`config.mk`:
```
export PLATFORM = sky130hd
export DESIGN_NAME = moore_seq
export DESIGN_NICKNAME = d
export VERILOG_FILES = /design/src/rtl/moore_seq.sv
export SDC_FILE = /design/constraint.sdc
export NUM_CORES = 1
export LEC_CHECK = 0
export CORE_AREA = 2 2 39 41
export CTS_BUF_LIST = sky130_fd_sc_hd__clkbuf_4 sky130_fd_sc_hd__clkbuf_8
export CTS_CLUSTER_DIAMETER = 100
export CTS_CLUSTER_SIZE = 25
export DETAILED_ROUTE_END_ITERATION = 8
export DIE_AREA = 0 0 41 43
export PLACE_DENSITY = 0.34
export REMOVE_ABC_BUFFERS = 1
export SYNTH_ARGS = -nofsm -noshare
export SYNTH_HDL_FRONTEND = slang
export SYNTH_SLANG_ARGS = --single-unit
```
`constraint.sdc`:
```
create_clock -name clk -period 1.3 [get_ports clk]
set_input_delay 0.325 -clock clk [delete_from_list [all_inputs] [get_ports clk]]
set_output_delay 0.325 -clock clk [all_outputs]
set_load 0.02 [all_outputs]
```
`src/rtl/moore_seq.sv`:
```
// Moore detector for the serial pattern 1-0-1-0, non-overlapping.
// z is decoded from the state register only, so x never reaches it combinationally.
//
// state | meaning
// S0    | idle, no progress
// S1    | "1" received
// S2    | "10" received
// S3    | "101" received
// S4    | "1010" matched, z=1
module moore_seq (
   input  logic clk,
   input  logic rst,
   input  logic x,
   output logic z
);

   typedef enum logic [2:0] {
      S0 = 3'd0,
      S1 = 3'd1,
      S2 = 3'd2,
      S3 = 3'd3,
      S4 = 3'd4
   } state_t;

   state_t state;
   state_t state_nx;

   always_ff @(posedge clk or negedge rst) begin
      if (!rst) begin
         state <= S0;
      end else begin
         state <= state_nx;
      end
   end

   // S4 restarts from scratch so the trailing "10" of a match is not reused
   always_comb begin
      state_nx = S0;
      z        = 1'b0;
      case (state)
         S0: state_nx = x ? S1 : S0;
         S1: state_nx = x ? S1 : S2;
         S2: state_nx = x ? S3 : S0;
         S3: state_nx = x ? S1 : S4;
         S4: begin
            state_nx = x ? S1 : S0;
            z        = 1'b1;
         end
         default: state_nx = S0;
      endcase
   end

endmodule

```
==> metrics.md, run 1 <==
| Metric | Value |
|---|---|
| Syn. warnings | 0 |
| Status | completed |
| Setup-failing EPs final | 0 |
| Die H | approximately 43 um |
| R2R cell count | 4 |
| Final Max Tran Viols | 0 |
| Worst slew pin tran | ~0.29 ns |
| Rel. slew slack | 80.4% |
| Final wirelength | 334 um |
| Hold Crit Class | primary input to async pin |
| Syn Inst Count | 10 |
| Power per cell area | ~1300 nW/um2 |
| Netlist cell types | 8 |
| Initial DRC count | 0 |
| Final-stage net count | 26 |
| RSZ-0062 raised after global routing | true |
| Max-Cap Viols | 0 |
| Clk pin slew, worst setup/hold paths | 0.04 ns |
| Endpoint class of the critical path | output port |
| Vias per inst | between 3 and 4 |
| Drt drc | 0 |
| Leak pwr | 0.110 nW |
| R2r endpoint | state[1] |
| Number of flops mapped to enable cells by yosys | 0 |
| Max reg flops | 3 |
| Vias in the first global route | about 140 |
| Core box area | between 1000 and 1500 um2 |
| Critical R2R Launch | state[0] |
| Clk_lat worst skew | roughly 0.23 ns |
| Via Count | 121 |
| Ys async rst share | 100% |
| Number of synthesized register bits | 3 |
| Synth Flop Type | dfrtp_1 |
| Largest Register | state |
| Crit path max fanout | 2 |
| Initial Util | approximately 9.0% |
| TritonCTS clock tree | done |
| DRT antenna net count | 0 |
| Fmax achieved | 779 MHz |
| Worst Path Required | between 0.9 and 1 ns |
| CTS Root Cell | clkbuf_4 |
| Multi-input logic area | about 55 um2 |
| Area grow syn2layout | 96.0% |
| N_diodes | 0 |
| Largest net degree at the start of global routing | 5 |
| Routability-driven placement congestion ratio | ~0.6 |
| Fin crit share | 98.8% |
| Last element of the critical path | z |
| Setup CP Type | flip-flop to output port |
| I/O pin count | 4 |
| Htree depth | 1 |
| Setup Slack @ Placement | -0.216 ns |
| WL/cell | 8.79 um |
| Layout cells sized above 1 | around half |
| IO Port Bufs | 3 |
| Max VDD drop | 378 uV |
| Fin util | 17.7% |
| First-pass GRT wire length | 538 um |
| CTS sink cnt | 3 |
| Post-synthesis cell area | 125 um2 |
| Most instantiated library cell after synthesis | dfrtp_1 |
| Final Critical Period | 1.28 ns |
| Die width | 41 um |
| Fill cells | 151 |
| Syn avg cell area | 12.5 um2 |
| Antenna violations before repair | 0 |
| GRT overflow | 0 |
| R2R setup slack | 0.14 ns |
| Gr usage total | 5.63% |
| Proportion of netlist area held by the largest area contributor | approximately three fifths |
| Inserted Clock Buffers | 3 |
| Final Total Pwr | between 0.0003 and 0.0004 W |
| Register area share after synthesis | 60.0% |
| Reg area | 75.1 um2 |
| Final-report hold violation count | 0 |
| Startpoint types | flip-flop |
| Largest registers | state: 3 flops |
| Clk buf depth | 2 |
| Clk_skew | 0.00425 ns |
| DR pass1 iterations | 1 |
| Full die area | 1760 um2 |
| Yosys top cell by area | dfrtp_1 |
| Synth area leaders | dfrtp_1, nor4bb_1, or3b_1 |
| Final Worst Setup Slack | 0.0157 ns |
| Site row count | 14 |
| CP startpoint | state[0] |
| Crit path DAT | 0.96 ns |
[cells in the final DEF, fill, tap and decap left out, drive strengths merged]
master         Yosys  final
a21oi              1      1
o21ai              1      1
dfrtp              3      3
clkbuf             0      4
clkdlybuf4s50      0      2
and2               1      1
nand3b             1      1
nor4bb             1      1
buf                0      6
or3b               1      1
nor3b              1      1
[layout make-up]
class | instances | share of cell area [%]
clock buffers | 4 | 12.2
flip-flops and latches | 3 | 30.6
multi-input cells | 7 | 22.4
repair buffers | 8 | 26.5
well taps | 16 | 8.16
[worst max-delay path, cell delays in order, from the launching register on]
cell     delay [ns]
dfrtp_1        0.38
nor3b_2        0.19
buf_4          0.16
[logic make-up after synthesis]
| kind of cell | share of synthesized area [%] |
|---|---|
| and+or+nand+nor | 32.0 |
| AOI/OAI and AO/OA | 7.99 |
| DFF | 60.0 |
[metal layers]
| layer | global-route usage (%) | share of wire (%) | up-vias |
|---|---|---|---|
| li1 | - | - | 60 |
| met1 | 4.52 | 38 | 57 |
| met2 | 7.50 | 57 | 4 |
| met3 | 1.57 | 4.5 | 0 |
| met4 | 10.0 | 0 | 0 |
| met5 | 0 | 0 | - |
[repair_timing]
item / 4_1_cts / 5_1_grt
resized for setup: 7 / 0
setup endpoints to repair: 1 / 1
pin swaps: 0 / 1
hold buffers: 0 / 0
buffers inserted: 0 / 1
[stage by stage]
step	instances	TNS (ns)	hold WS (ns)	instance area (um2)
final	38	0	0.276	245
after global routing	38	-0.0357	0.281	245
after CTS	37	0	0.272	238
after detailed placement	33	-0.295	0.521	205
after global placement	33	-0.282	0.525	205
after floorplan	10	0	0.0294	125
[power by group]
group	switching [W]	total, W	internal [W]
clock network	0.0000476	0.000183	0.000136
registers	0.00000392	0.000104	0.000100
logic	0.0000132	0.0000372	0.0000240
[worst min-delay path by stage]
stage          startpoint  endpoint  slack (ns)  cells past startpoint
2_1_floorplan         rst  state[0]        0.03                      0
3_3_place_gp          rst  state[2]        0.53                      1
3_5_place_dp          rst  state[1]        0.52                      1
4_1_cts               rst  state[1]        0.27                      1
5_1_grt               rst  state[1]        0.28                      1
6_report              rst  state[1]        0.28                      1
(Power assumes the default switching activity.)
==> inputs of run 2 (changes only) <==
--- a/config.mk
+++ b/config.mk
@@ -5,12 +5,12 @@
 export SDC_FILE = /design/constraint.sdc
 export NUM_CORES = 1
 export LEC_CHECK = 0
-export CORE_AREA = 2 2 39 41
+export CORE_AREA = 4 4 41 43
 export CTS_BUF_LIST = sky130_fd_sc_hd__clkbuf_4 sky130_fd_sc_hd__clkbuf_8
 export CTS_CLUSTER_DIAMETER = 100
 export CTS_CLUSTER_SIZE = 25
 export DETAILED_ROUTE_END_ITERATION = 8
-export DIE_AREA = 0 0 41 43
+export DIE_AREA = 0 0 45 47
 export PLACE_DENSITY = 0.34
 export REMOVE_ABC_BUFFERS = 1
 export SYNTH_ARGS = -nofsm -noshare
==> metrics.md, run 2 (same netlist as run 1, synthesis figures left out) <==
| Metric | Value |
|---|---|
| Clk_lat worst skew | 0.23 ns (about the same) |
| Fin util | 18.2% (+0.45 points) |
| Final Total Pwr | 0.000320 W (-1.3%) |
| Rel. slew slack | 85.3% (+4.9 points) |
| Gr usage total | 4.03% (-1.6 points) |
| Leak pwr | 0.105 nW (-4.4%) |
| Post-CTS setup buffers | 0 (unchanged) |
| Endpoint class of the critical path | output port |
| Core box area | 1300 um2 (-6.0%) |
| Clk pin slew, worst setup/hold paths | 0.04 ns (about the same) |
| Critical-path top delay cell | dfrtp_1 |
| RSZ-0062 raised after global routing | true |
| Setup Slack @ Placement | -0.203 ns (+0.0137 ns) |
| Min Hold Slack | 0.273 ns (-0.00321 ns) |
| Fill cells | 153 (+1.3%) |
| Fin crit share | 96.7% (-2.1 points) |
| Layout cells sized above 1 | 47.6% (-2.4 points) |
| IO Port Bufs | 3 (unchanged) |
| Clk buf depth | 2 (unchanged) |
| Die H | 47 um (+9.3%) |
| Sequential power share | 32.4% (+0.4 points) |
| Die width | 45 um (+9.8%) |
| Vias per inst | 3.17 (-0.55%) |
| Htree depth | 1 (unchanged) |
| Startpoint types | flip-flop |
| CTS Root Cell | clkbuf_4 |
| Max VDD drop | 254 uV (-33%) |
| Max-Cap Viols | 0 (unchanged) |
| Final-stage net count | 25 (-3.8%) |
| First-pass GRT wire length | 489 um (-9.1%) |
| CTS Hold Bufs | 0 (unchanged) |
| Post-Layout Cell Count | 36 (-5.3%) |
| Final Critical Period | 1.26 ns (-0.0275 ns) |
| Largest Register | state |
| Gate power share | 10.3% (-1.2 points) |
| TritonCTS clock tree | done |
| Inserted Clock Buffers | 3 (unchanged) |
| Drt drc | 0 (unchanged) |
| Final Worst Setup Slack | 0.0433 ns (+0.0275 ns) |
| GRT overflow | 0 (unchanged) |
| Initial Util | 9.62% (+0.57 points) |
| Power per cell area | 1350 nW/um2 (+2.4%) |
| Final Max Tran Viols | 0 (unchanged) |
| Full die area | 2120 um2 (+20%) |
| Switching part of the total | 19.6% (-0.32 points) |
| Most common library cell in the layout ignoring fill and taps | buf_4 |
| Setup-failing EPs final | 0 (unchanged) |
| Via Count | 114 (-5.8%) |
| DR pass1 iterations | 2 (+1) |
| Largest net degree at the start of global routing | 5 (unchanged) |
| Status | completed |
| NetSw | 0.0000628 W (-2.9%) |
| Setup CP Type | flip-flop to output port |
| Site row count | 13 (-1) |
| Fmax achieved | 796 MHz (+2.2%) |
| R2R cell count | 3 (-1) |
| Largest registers | state: 3 flops |
| Clk_skew | 0.00261 ns (-0.00164 ns) |
| Worst slew pin tran | 0.218 ns (-0.0725 ns) |
| N_diodes | 0 (unchanged) |
| Crit path max fanout | 2 (unchanged) |
| Most frequent cells in the layout | buf_4, clkbuf_4, dfrtp_1, clkdlybuf4s50_1 |
| Crit path DAT | 0.93 ns (-0.03 ns) |
| Routability-driven placement congestion ratio | 0.596 (-0.75%) |
| WL/cell | 7.67 um (-13%) |
| Clock power share | 57.3% (+0.8 points) |
| Cell Count Post-Placement | 32 (-3.0%) |
| Final wirelength | 276 um (-17%) |
| Antenna violations before repair | 0 (unchanged) |
| Hold Crit Class | primary input to async pin |
| Initial DRC count | 4 (+4) |
| Vias in the first global route | 138 (+0.73%) |
| Crit-path cells | nor3b_2, buf_4 |
| Area grow syn2layout | 89.0% |
| Final-report hold violation count | 0 (unchanged) |
| Pint | 0.000258 W (-0.87%) |
| CTS sink cnt | 3 (unchanged) |
| Max reg flops | 3 (unchanged) |
| I/O pin count | 4 (unchanged) |
| CP peak stage delay | 0.38 ns (about the same) |
| Worst Path Required | 0.98 ns (about the same) |
| DRT antenna net count | 0 (unchanged) |
==> run 2: cell types whose count changed in the layout (fill, tap and decap cells not counted) <==
cell	delta
buf_4	-1
==> run 2: layer usage <==
layer | wire length, um | vias to the layer above | part of all wire, % | track usage [%]
met3 | 10 | 0 | 3.6 | 2.30
met1 | 121 | 52 | 44 | 2.96
li1 | - | 58 | - | -
met4 | 0 | 0 | 0 | 8.77
met5 | 0 | - | 0 | 0
met2 | 144 | 4 | 52 | 4.80
==> run 2: worst paths after layout <==
check,end,start,slack (ns)
worst max register to register,state[1],state[1],0.19
max in group asynchronous,state[1],rst,0.89
worst min register to register,state[1],state[2],0.52
worst min-delay path,state[0],rst,0.27
worst max-delay path,z,state[1],0.04
min in group clk,state[1],state[2],0.52
==> run 2: stage by stage <==
step | area [um2] | setup TNS (ns)
final | 236 | 0
after global routing | 236 | -0.0111
after CTS | 234 | 0
after detailed placement | 204 | -0.224
after global placement | 204 | -0.246
after floorplan | 125 | 0
==> run 2: power by group through the flow <==
stage | Combinational [W] | Clock [W] | Sequential (W)
after floorplan | 0.00000915 | 0 | 0.000106
after global placement | 0.0000338 | 0 | 0.000104
after detailed placement | 0.0000335 | 0 | 0.000104
after CTS | 0.0000333 | 0.000190 | 0.000104
after global routing | 0.0000371 | 0.000195 | 0.000104
final | 0.0000331 | 0.000183 | 0.000104
==> run 2: area by class of cell <==
type                       count  area, um2  area share (%)
timing repair buffer           7       57.6            24.3
clock buffer                   4       30.0            12.7
tap                           15       18.8            7.94
sequential                     3       75.1            31.7
multi-input combinational      7       55.1            23.3
==> run 2: what timing repair did <==
item / in CTS / in global routing
gates resized for setup: 6 / 1
endpoints found under the setup margin: 1 / 1
hold endpoints to repair: 0 / 0
cloned: 0 / 0
==> run 2: critical path, delay by kind of cell (launching register included) <==
family / cells / cell delay (ns)
flip-flops: 1 / 0.38
AND/OR/NAND/NOR: 1 / 0.17
buffers and inverters: 1 / 0.16
